<file path="config.mk">
export PLATFORM = sky130hd
export DESIGN_NAME = mem_dump_reader_flat
export DESIGN_NICKNAME = d
export VERILOG_FILES = /design/src/rtl/mem_dump_reader_if.sv /design/src/rtl/mem_dump_reader.sv /design/src/flat_wrapper.sv
export SDC_FILE = /design/constraint.sdc
export NUM_CORES = 1
export LEC_CHECK = 0
export ABC_CLOCK_PERIOD_IN_PS = 4030
export BUFFER_PORTS_ARGS = -buffer_cell sky130_fd_sc_hd__buf_2
export CAP_MARGIN = 20
export CELL_PAD_IN_SITES_DETAIL_PLACEMENT = 1
export CELL_PAD_IN_SITES_GLOBAL_PLACEMENT = 1
export CORE_MARGIN = 4
export CORE_UTILIZATION = 47
export DETAILED_ROUTE_END_ITERATION = 7
export PLACE_DENSITY = 0.85
export SYNTH_ARGS = -nofsm -noshare
export SYNTH_HDL_FRONTEND = slang
export SYNTH_SLANG_ARGS = --single-unit
export TNS_END_PERCENT = 30
</file>
<file path="constraint.sdc">
create_clock -name CLK -period 4.03 [get_ports CLK]
set_input_delay 0.2015 -clock CLK [delete_from_list [all_inputs] [get_ports CLK]]
set_output_delay 0.2015 -clock CLK [all_outputs]
set_load 0.1 [all_outputs]
</file>
<file path="src/rtl/mem_dump_reader_if.sv">
// mem_dump_reader_if
//   Read port between the memory dump reader and the processor's data RAM.
//   Signals:
//     mem_rd_en  read strobe toward the RAM
//     mem_addr   word-aligned byte address toward the RAM (ADDR_W bits)
//     mem_data   32-bit read data, valid the cycle after mem_rd_en
//   Modports:
//     master  the dump reader (drives strobe/address, receives data)
//     slave   the RAM read port
interface mem_dump_reader_if #(
   parameter int ADDR_W = 7
);
   logic              mem_rd_en;
   logic [ADDR_W-1:0] mem_addr;
   logic [31:0]       mem_data;

   modport master (
      output mem_rd_en,
      output mem_addr,
      input  mem_data
   );

   modport slave (
      input  mem_rd_en,
      input  mem_addr,
      output mem_data
   );
endinterface

</file>
<file path="src/rtl/mem_dump_reader.sv">
// mem_dump_reader
//   Read-only consumer of the processor's data RAM. On a 0->1 edge of
//   dump_req it walks the byte-address window [START_ADDR, END_ADDR] in
//   steps of 4, reads each 32-bit word and sends it LSB-byte-first as 8N1
//   frames on tx (start bit 0, 8 data bits LSB first, stop bit 1).
//
//   Ports:
//     CLK       system clock, rising edge
//     RST       asynchronous active-low reset
//     dump_req  level request; a dump starts on its registered 0->1 edge
//     mem       RAM read port (mem_dump_reader_if.master)
//     busy      high from accepted request through the done cycle
//     done      one-cycle pulse after the last stop bit
//     tx        UART serial output, idle high
//
//   Optional feature: define DUMP_HEADER_EN to send a two-byte header
//   (0xA5, START_ADDR[7:0]) before the first RAM read. With the macro
//   undefined no header logic exists.
module mem_dump_reader #(
   parameter int ADDR_W       = 7,
   parameter int START_ADDR   = 0,
   parameter int END_ADDR     = 124,
   parameter int CLKS_PER_BIT = 868
) (
   input  logic              CLK,
   input  logic              RST,
   input  logic              dump_req,
   mem_dump_reader_if.master mem,
   output logic              busy,
   output logic              done,
   output logic              tx
);

   localparam int CNT_W = (CLKS_PER_BIT > 2) ? $clog2(CLKS_PER_BIT) : 1;
   localparam logic [CNT_W-1:0]  CNT_LAST   = CNT_W'(CLKS_PER_BIT - 1);
   localparam logic [ADDR_W-1:0] FIRST_ADDR = ADDR_W'(START_ADDR);
   localparam logic [ADDR_W-1:0] LAST_ADDR  = ADDR_W'(END_ADDR);
`ifdef DUMP_HEADER_EN
   localparam logic [7:0] HDR_SYNC = 8'hA5;
   localparam logic [7:0] HDR_ADDR = 8'(START_ADDR);
`endif

   typedef enum logic [2:0] {
      S_IDLE,
`ifdef DUMP_HEADER_EN
      S_HDR,
`endif
      S_READ,
      S_CAPTURE,
      S_SEND,
      S_DONE
   } state_t;

   state_t            state_q, state_d;
   logic              req_q, req_d;
   logic [ADDR_W-1:0] addr_q, addr_d;
   logic [31:0]       word_q, word_d;
   logic [1:0]        byte_idx_q, byte_idx_d;
   logic [3:0]        bit_idx_q, bit_idx_d;
   logic [CNT_W-1:0]  cnt_q, cnt_d;
   logic              tx_q, tx_d;
   logic              busy_q, busy_d;
   logic              done_q, done_d;
   logic              rd_en_q, rd_en_d;

   logic              start;
   logic              in_frame;
   logic              bit_end;
   logic              frame_end;
   logic              next_in_frame;
   logic [7:0]        next_byte;
   logic [31:0]       word_sh;

   // Bit 0 is the start bit, 1..8 are data LSB first, 9 is the stop bit.
   function automatic logic frame_bit(input logic [7:0] data, input logic [3:0] idx);
      logic [7:0] sh;
      sh = data >> (idx - 4'd1);
      if (idx == 4'd0) begin
         return 1'b0;
      end else if (idx >= 4'd9) begin
         return 1'b1;
      end else begin
         return sh[0];
      end
   endfunction

   always_ff @(posedge CLK or negedge RST) begin
      if (!RST) begin
         state_q    <= S_IDLE;
         req_q      <= 1'b0;
         addr_q     <= FIRST_ADDR;
         word_q     <= '0;
         byte_idx_q <= '0;
         bit_idx_q  <= '0;
         cnt_q      <= '0;
         tx_q       <= 1'b1;
         busy_q     <= 1'b0;
         done_q     <= 1'b0;
         rd_en_q    <= 1'b0;
      end else begin
         state_q    <= state_d;
         req_q      <= req_d;
         addr_q     <= addr_d;
         word_q     <= word_d;
         byte_idx_q <= byte_idx_d;
         bit_idx_q  <= bit_idx_d;
         cnt_q      <= cnt_d;
         tx_q       <= tx_d;
         busy_q     <= busy_d;
         done_q     <= done_d;
         rd_en_q    <= rd_en_d;
      end
   end

   always_comb begin
      state_d    = state_q;
      req_d      = dump_req;
      addr_d     = addr_q;
      word_d     = word_q;
      byte_idx_d = byte_idx_q;
      bit_idx_d  = bit_idx_q;
      cnt_d      = cnt_q;

      // Only evaluated in IDLE, so edges seen while busy are dropped.
      start = dump_req && !req_q;

      in_frame = (state_q == S_SEND)
`ifdef DUMP_HEADER_EN
                 || (state_q == S_HDR)
`endif
                 ;
      bit_end   = (cnt_q == CNT_LAST);
      frame_end = in_frame && bit_end && (bit_idx_q == 4'd9);

      // Shared bit/byte timing for header and data frames.
      if (in_frame) begin
         if (bit_end) begin
            cnt_d = '0;
            if (bit_idx_q == 4'd9) begin
               bit_idx_d = '0;
            end else begin
               bit_idx_d = bit_idx_q + 4'd1;
            end
         end else begin
            cnt_d = cnt_q + CNT_W'(1);
         end
         if (frame_end) begin
            byte_idx_d = byte_idx_q + 2'd1;
         end
      end

      case (state_q)
         S_IDLE: begin
            if (start) begin
               addr_d     = FIRST_ADDR;
               byte_idx_d = '0;
               bit_idx_d  = '0;
               cnt_d      = '0;
`ifdef DUMP_HEADER_EN
               state_d    = S_HDR;
`else
               state_d    = S_READ;
`endif
            end
         end
`ifdef DUMP_HEADER_EN
         S_HDR: begin
            if (frame_end && (byte_idx_q == 2'd1)) begin
               state_d = S_READ;
            end
         end
`endif
         S_READ: begin
            state_d = S_CAPTURE;
         end
         S_CAPTURE: begin
            word_d     = mem.mem_data;
            byte_idx_d = '0;
            bit_idx_d  = '0;
            cnt_d      = '0;
            state_d    = S_SEND;
         end
         S_SEND: begin
            if (frame_end && (byte_idx_q == 2'd3)) begin
               // Equality stop means the address never needs to wrap.
               if (addr_q == LAST_ADDR) begin
                  state_d = S_DONE;
               end else begin
                  addr_d  = addr_q + ADDR_W'(4);
                  state_d = S_READ;
               end
            end
         end
         S_DONE: begin
            state_d = S_IDLE;
         end
         default: begin
            state_d = S_IDLE;
         end
      endcase

      // Outputs are registered from next-state values so they line up
      // with state_q cycle for cycle without combinational glitches.
      word_sh   = word_d >> {byte_idx_d, 3'b000};
      next_byte = word_sh[7:0];
      next_in_frame = (state_d == S_SEND);
`ifdef DUMP_HEADER_EN
      if (state_d == S_HDR) begin
         next_in_frame = 1'b1;
         next_byte     = (byte_idx_d == 2'd0) ? HDR_SYNC : HDR_ADDR;
      end
`endif
      tx_d    = next_in_frame ? frame_bit(next_byte, bit_idx_d) : 1'b1;
      busy_d  = (state_d != S_IDLE);
      done_d  = (state_d == S_DONE);
      rd_en_d = (state_d == S_READ);
   end

   assign mem.mem_rd_en = rd_en_q;
   assign mem.mem_addr  = addr_q;
   assign busy          = busy_q;
   assign done          = done_q;
   assign tx            = tx_q;

endmodule

</file>
<file path="src/flat_wrapper.sv">
// flat-port wrapper written by rule: the top's interface ports become plain ports
module mem_dump_reader_flat 
#(
   parameter int ADDR_W       = 7,
   parameter int START_ADDR   = 0,
   parameter int END_ADDR     = 124,
   parameter int CLKS_PER_BIT = 868
)
  (CLK, RST, dump_req, busy, done, tx, mem_mem_rd_en, mem_mem_addr, mem_mem_data);
  mem_dump_reader_if #(.ADDR_W(ADDR_W)) mem_i ();
  input  logic CLK;
  input  logic RST;
  input  logic dump_req;
  output logic busy;
  output logic done;
  output logic tx;
  output wire logic [$bits(mem_i.mem_rd_en)-1:0] mem_mem_rd_en;
  output wire logic [$bits(mem_i.mem_addr)-1:0] mem_mem_addr;
  input wire logic [$bits(mem_i.mem_data)-1:0] mem_mem_data;
  assign mem_mem_rd_en = mem_i.mem_rd_en;
  assign mem_mem_addr = mem_i.mem_addr;
  assign mem_i.mem_data = mem_mem_data;
  mem_dump_reader #(.ADDR_W(ADDR_W), .START_ADDR(START_ADDR), .END_ADDR(END_ADDR), .CLKS_PER_BIT(CLKS_PER_BIT)) u_core (.CLK(CLK), .RST(RST), .dump_req(dump_req), .mem(mem_i), .busy(busy), .done(done), .tx(tx));
endmodule
</file>
=== After elaboration in Yosys (flattened, before gate mapping) ===
Index checks and enable logic that the tools add are counted.

* Bits in registers: 63
* Output and inout port bits: 11
* Word-level logic and storage cells: 67

* Add/sub/neg operators: 5
* Magnitude comparators: 1
* Equal/unequal tests: 13
* Shift operators: 2
* Mux-type cells: 25
* Reductions and logical operators: 10

{| class="wikitable"
|+ Operator list
! operator !! count
|-
| 32-bit 2-to-1 mux || 1
|-
| 32-bit by 5-bit >> shifter with 8-bit output || 1
|-
| 10-bit 2-to-1 mux || 3
|-
| 7-bit 2-to-1 mux || 3
|-
| 10-bit one-hot mux with 2 select lines || 1
|-
| 4-bit 2-to-1 mux || 4
|-
| 7-bit one-hot mux with 2 select lines || 1
|-
| 3-bit one-hot mux with 4 select lines || 1
|-
| 10-bit by 1-bit adder with 10-bit output (second input constant) || 1
|-
| 10-bit equality test (second input constant) || 1
|-
| 3-bit by 2-bit equality test with 1-bit output (second input constant) || 3
|-
| 3-bit 2-to-1 mux || 3
|-
| 4-bit one-hot mux with 2 select lines || 1
|-
| 8-bit by 4-bit >> shifter with 1-bit output || 1
|-
| 7-bit by 3-bit adder with 7-bit output (second input constant) || 1
|-
| 7-bit equality test (second input constant) || 1
|-
| 3-bit by 1-bit equality test with 1-bit output (second input constant) || 2
|-
| 2-bit 2-to-1 mux || 3
|-
| 4-bit by 1-bit adder with 4-bit output (second input constant) || 1
|-
| 4-bit equality test (second input constant) || 1
|-
| 4-bit >= comparator (second input constant) || 1
|-
| 1-bit logical AND || 4
|-
| 4-bit logical NOT || 1
|-
| 2-bit != test (second input constant) || 2
|-
| 12 further kinds || 14
|}

=== Depth between registers and ports, before layout ===
* Word-level depth: 12
* Mapped depth: 13

=== Worst setup path after synthesis ===
No wires, ideal clock.

* Path kind: register to register
* From: reg u_core.cnt_q[0]
* To: reg u_core.tx_q (netlist: u_core.tx)
* Library setup time: 0.097 ns
* Data arrival time: 2.658 ns
* Required time: 3.933 ns
* Slack: 1.275 ns
* Stages on the path, launching flop included: 14
* Buffers on the path: 1
* Path through: dfrtp_1 -> ha_1 -> and4b_1 -> buf_2 -> nand4_1 -> mux2i_1 -> or2_2 -> ha_1 -> inv_1 -> nor3_1 -> a22o_1 -> o21ai_0 -> a21boi_0 -> o41ai_2

* Word-level cells in the longest chain between the ends: 12
* Elaborated cells on any way between the ends: 23
* Those cells by class: add/sub: 1; order compare: 1; eq/ne: 2; shift: 2; mux: 13; reduce/logical: 4

{| class="wikitable"
|+ Ends and longest elaborated chain
! element !! RTL line !! text
|-
| from (decl) || mem_dump_reader.sv:60 || <nowiki>logic [CNT_W-1:0] cnt_q, cnt_d;</nowiki>
|-
| from (signal assigned) || mem_dump_reader.sv:107 || <nowiki>cnt_q <= cnt_d;</nowiki>
|-
| 10-bit equality test * || mem_dump_reader.sv:132 || <nowiki>bit_end = (cnt_q == CNT_LAST);</nowiki>
|-
| 1-bit logical AND (2 in series) || mem_dump_reader.sv:133 || <nowiki>frame_end = in_frame && bit_end && (bit_idx_q == 4'd9);</nowiki>
|-
| 2-bit 2-to-1 mux || mem_dump_reader.sv:147 || <nowiki>if (frame_end) begin</nowiki>
|-
| 2-bit 2-to-1 mux || mem_dump_reader.sv:136 || <nowiki>if (in_frame) begin</nowiki>
|-
| 2-bit 2-to-1 mux || mem_dump_reader.sv:154 || <nowiki>if (start) begin</nowiki>
|-
| 2-bit one-hot mux with 2 select lines || mem_dump_reader.sv:152 || <nowiki>case (state_q)</nowiki>
|-
| 32-bit by 5-bit >> shifter with 8-bit output || mem_dump_reader.sv:204 || <nowiki>word_sh = word_d >> {byte_idx_d, 3'b000};</nowiki>
|-
| 8-bit by 4-bit >> shifter with 1-bit output || mem_dump_reader.sv:77 || <nowiki>sh = data >> (idx - 4'd1);</nowiki>
|-
| 1-bit 2-to-1 mux || mem_dump_reader.sv:80 || <nowiki>end else if (idx >= 4'd9) begin</nowiki>
|-
| 1-bit 2-to-1 mux || mem_dump_reader.sv:78 || <nowiki>if (idx == 4'd0) begin</nowiki>
|-
| 1-bit 2-to-1 mux * || mem_dump_reader.sv:213 || <nowiki>tx_d = next_in_frame ? frame_bit(next_byte, bit_idx_d) : 1'b1;</nowiki>
|-
| net u_core.tx_d || mem_dump_reader.sv:61 || <nowiki>logic tx_q, tx_d;</nowiki>
|-
| to (signal assigned) || mem_dump_reader.sv:108 || <nowiki>tx_q <= tx_d;</nowiki>
|-
| to (decl) || mem_dump_reader.sv:61 ||
|}

The timed path passes the listed nets; every way through them passes the cells marked *.
A chain may end at the register's enable or synchronous reset.

=== Worst setup path after layout ===
* From: reg u_core.cnt_q[0]
* To: reg u_core.tx_q (netlist: u_core.tx)

* Elaborated cells on any way between the ends: 23
* Those cells by class: add/sub: 1; order compare: 1; eq/ne: 2; shift: 2; mux: 13; reduce/logical: 4

{| class="wikitable"
|+ RTL lines
! element !! RTL line !! text
|-
| 10-bit equality test * || mem_dump_reader.sv:132 ||
|-
| 4-bit 2-to-1 mux * || mem_dump_reader.sv:137 || <nowiki>if (bit_end) begin</nowiki>
|-
| 4-bit 2-to-1 mux * || mem_dump_reader.sv:136 ||
|-
| 4-bit 2-to-1 mux || mem_dump_reader.sv:154 ||
|-
| 4-bit one-hot mux with 2 select lines * || mem_dump_reader.sv:152 ||
|-
| net u_core.bit_idx_d[0] || mem_dump_reader.sv:59 || <nowiki>logic [3:0] bit_idx_q, bit_idx_d;</nowiki>
|-
| 4-bit by 1-bit subtractor with 4-bit output || mem_dump_reader.sv:77 ||
|-
| 8-bit by 4-bit >> shifter with 1-bit output || mem_dump_reader.sv:77 ||
|-
| 1-bit 2-to-1 mux || mem_dump_reader.sv:80 ||
|-
| 1-bit 2-to-1 mux * || mem_dump_reader.sv:78 ||
|-
| 1-bit 2-to-1 mux * || mem_dump_reader.sv:213 ||
|-
| net u_core.tx_d || mem_dump_reader.sv:61 ||
|}

Marked as above.

==> flow_metrics.tcl <==
set metrics [dict create \
    drc 0 \
    outcome "finished clean" \
    rr_worst_depth 12 \
    async_flop_share_pct 100.0 \
    clk_pin_slew_ps 60 \
    reg2reg_slack_ps 850 \
    swShare_pct 21.71 \
    final_nets 422 \
    synth.avg_cell_area_sq_um 9.388 \
    path_max_fanout 10 \
    syn2layout_area_growth_pct 15.06 \
    grt_pass1_wl_um 13440 \
    io_pins 46 \
    setup_slack_ps 848.8 \
    ys_ff_latch 61 \
    vias_per_cell 5.554 \
    fp.dieH_um 90.17 \
    clock_sinks 61 \
    cpLargestDelayFamily "simple AND/OR/NAND/NOR gates" \
    start_kind "register" \
    synth_edf_count 0 \
    diodes 0 \
    cts_buffers 9 \
    worstSkewPairLatency_ps 340 \
    end_kind "register" \
    synth.distinct_cells 60 \
    antenna_found_initial 0 \
    crit_end "u_core.tx" \
    core_area_sq_mm 0.006459 \
    ctsResizeCount 0 \
    drt_wl_total_um 7857 \
    p_int_mw 1.015 \
    clock_skew_ps 9.169 \
    critPathRequiredTime_ps 4270 \
    power_mw 1.297 \
    grt_pass1_vias 2759 \
    vias 2566 \
    syn_area_sq_mm 0.003173 \
    regArea_sq_mm 0.001528 \
    slowest_stage "nor2_1" \
    slew_violations 0 \
    clkPwrFrac_pct 45.8 \
    die_w_um 90.17 \
    finalHoldViolCount 0 \
    grt_overflow 0 \
    path_cells "ha_1, nand4b_1, nor4_1, nor2_1, nor2_1, ha_1, inv_1, nor3_1, a22o_1, o21ai_0, a21boi_0, o41ai_2" \
    synthFlopType "dfrtp_1" \
    relSlewSlack_pct 37.87 \
    ys_warn_count 0 \
    place.gp.congestion 0.9096 \
    crit_buf_inv 1 \
    cts_tree "yes" \
    post-place-ws_ps 969.2 \
    drive_gt1_share_pct 20.52 \
    reg2reg_to "u_core.tx" \
    crit_start "u_core.cnt_q[0]" \
    synth.yosys.seq_area_share_pct 48.15 \
    drtAntennaViolNets 0 \
    period_minus_slack_ps 3181 \
    powerDensity_mw_per_mm2 355.1 \
    rows 29 \
    grt_setup_unrepaired "false" \
    worstReg2RegStart "u_core.cnt_q[0]" \
    cts_max_path_buffers 2 \
    p_leak_nw 1.761 \
    io_buffers 43 \
    p_comb_share_pct 5.2 \
    cp.arrival_ps 3420 \
    tightest_slew_ps 932.0 \
    cts_root_buf "clkbuf_8" \
    worstHoldPathType "in2async" \
    fmax_mhz 314.4 \
    critPathKind "reg2reg" \
    first_iter_violations 89 \
    htreeDepth 3 \
    setup_viol_count_final 0 \
    first_pass_iters 4 \
    syn_inst 338 \
    min_period_over_period_pct 78.94 \
    cap_violations 0 \
    critical_path_depth 12 \
    vdd_drop_max_mv 0.1874 \
    setup_tns_ps 0 \
    switching_power_mw 0.2815 \
    dp_hpwl_um 5583 \
    seq_power_share_pct 49.0 \
    cpPeakStageDelay_ps 480 \
    num-fill-cells 779 \
    dieArea_sq_mm 0.008130 \
    grt.total_usage_pct 20.45 \
    initial_core_util_pct 49.13 \
    grt_max_degree 62 \
    wl_per_cell_um 17.01 \
    multiInputGateArea_sq_mm 0.001539 \
    postLayoutCoreUtil_pct 56.53 \
]
-- cells in the mapped netlist (2+ instances only) --
master     instances  share of area [%]
a2111oi_0          2               0.55
a21oi_1            9                1.4
and3_1             4               0.79
and4bb_2           2               0.79
buf_2              3               0.47
buf_4              4               0.95
clkbuf_1           7               0.83
dfrtp_1           60                 47
ha_1               6                2.4
inv_1              8               0.95
mux2_1             2               0.71
mux2_2             7                2.5
mux2i_1           10                3.2
nand2_1           90                 11
nand2b_1           4               0.79
nand3_1           10                1.6
nand4_1            4               0.79
nand4bb_1          2               0.71
nor2_1            25                3.0
nor2b_1            4               0.79
nor3_1             7                1.1
nor4_1             3               0.59
nor4b_1            2               0.55
o21ai_0           11                1.7
o221ai_1           2               0.55
o22ai_1            2               0.39
or2_2              3               0.59
or3_1              3               0.59
xnor2_1            3               0.83
xor2_1             9                2.5
-- worst register-to-register path: stages, from the launching register on --
cell	delay [ps]
dfrtp_1	390
ha_1	200
nand4b_1	160
nor4_1	310
nor2_1	70
nor2_1	480
ha_1	400
inv_1	130
nor3_1	70
a22o_1	200
o21ai_0	160
a21boi_0	120
o41ai_2	380
-- how the worst min path moves through the flow --
| stage | from | endpoint | slack (ps) | depth (start not counted) |
|---|---|---|---|---|
| 6_report | RST | u_core.word_q[26] | 20 | 2 |
| 5_1_grt | mem_mem_data[11] | u_core.word_q[11] | 40 | 3 |
| 4_1_cts | mem_mem_data[11] | u_core.word_q[11] | 40 | 3 |
| 3_5_place_dp | dump_req | u_core.req_q | 330 | 1 |
| 3_3_place_gp | dump_req | u_core.req_q | 320 | 1 |
| 2_1_floorplan | RST | u_core.bit_idx_q[0] | -90 | 0 |
-- cell usage in the layout (no fill, tap or decap), types with 4 or more instances in the layout --
master and count:
mux2_2 7, mux2i_1 10, nor2b_1 4, and3_1 4
a21oi_1 9, clkbuf_8 10, nor3_1 7, xor2_1 9
nand2b_1 4, inv_1 8, ha_1 6, dfrtp_1 60
o21ai_0 11, nor2_1 25, nand3_1 10, nand4_1 4
buf_2 43, nand2_1 90
-- final cells by class --
cell class / count / area share [%]
timing repair buffer: 46 / 6.580
clock buffer: 11 / 3.873
tap: 77 / 2.639
inverter: 9 / 0.9253
sequential: 61 / 41.84
multi-input combinational: 254 / 42.15
clock inverter: 4 / 1.988
-- kinds of logic after synthesis --
group | Yosys count | share of synthesized area (%)
and+or+nand+nor | 173 | 26.22
DFF | 61 | 48.15
AOI/OAI and AO/OA | 40 | 8.479
buffers and inverters | 24 | 3.667
muxes | 20 | 6.822
xor gates and xnor gates | 13 | 4.180
adders and majority gates | 6 | 2.366
other | 1 | 0.1182
-- sequential cells by signal, indices dropped and copies added (netlist names) --
register and flops:
u_core.bit_idx_q 4, u_core.busy 1, u_core.byte_idx_q 2, u_core.cnt_q 10, u_core.done 1, u_core.mem.mem_addr 5, u_core.mem.mem_rd_en 1, u_core.req_q 1
u_core.state_q 3, u_core.tx 1, u_core.word_q 32
-- metrics by stage --
stage | hold WS [ps] | instances | instance area [sq um]
2_1_floorplan | -94.09 | 339 | 3177
3_3_place_gp | 321.4 | 446 | 3427
3_5_place_dp | 326.0 | 446 | 3427
4_1_cts | 42.49 | 462 | 3651
5_1_grt | 42.07 | 462 | 3651
6_report | 23.49 | 462 | 3651
-- timing repair --
item	in CTS	in global routing
hold buffers	1	0
setup buffers	0	0
endpoints found under the hold margin	1	0
-- routing by layer --
metal,vias to the layer above,part of all wire [%],global-route usage (%)
met5,-,0,0
met4,0,2.8,9.439
met3,19,4.4,5.259
met2,56,48,33.73
met1,1251,45,25.12
li1,1240,-,-
-- power by group through the flow --
| stage | clock network, mW | registers [mW] | logic (mW) |
|---|---|---|---|
| after global placement | 0 | 0.645 | 0.0652 |
| after CTS | 0.607 | 0.635 | 0.0687 |
| after floorplan | 0 | 0.644 | 0.0330 |
| after detailed placement | 0 | 0.646 | 0.0676 |
| after global routing | 0.634 | 0.636 | 0.0773 |
| final | 0.594 | 0.635 | 0.0673 |
Power figures use the tool's default switching activity.
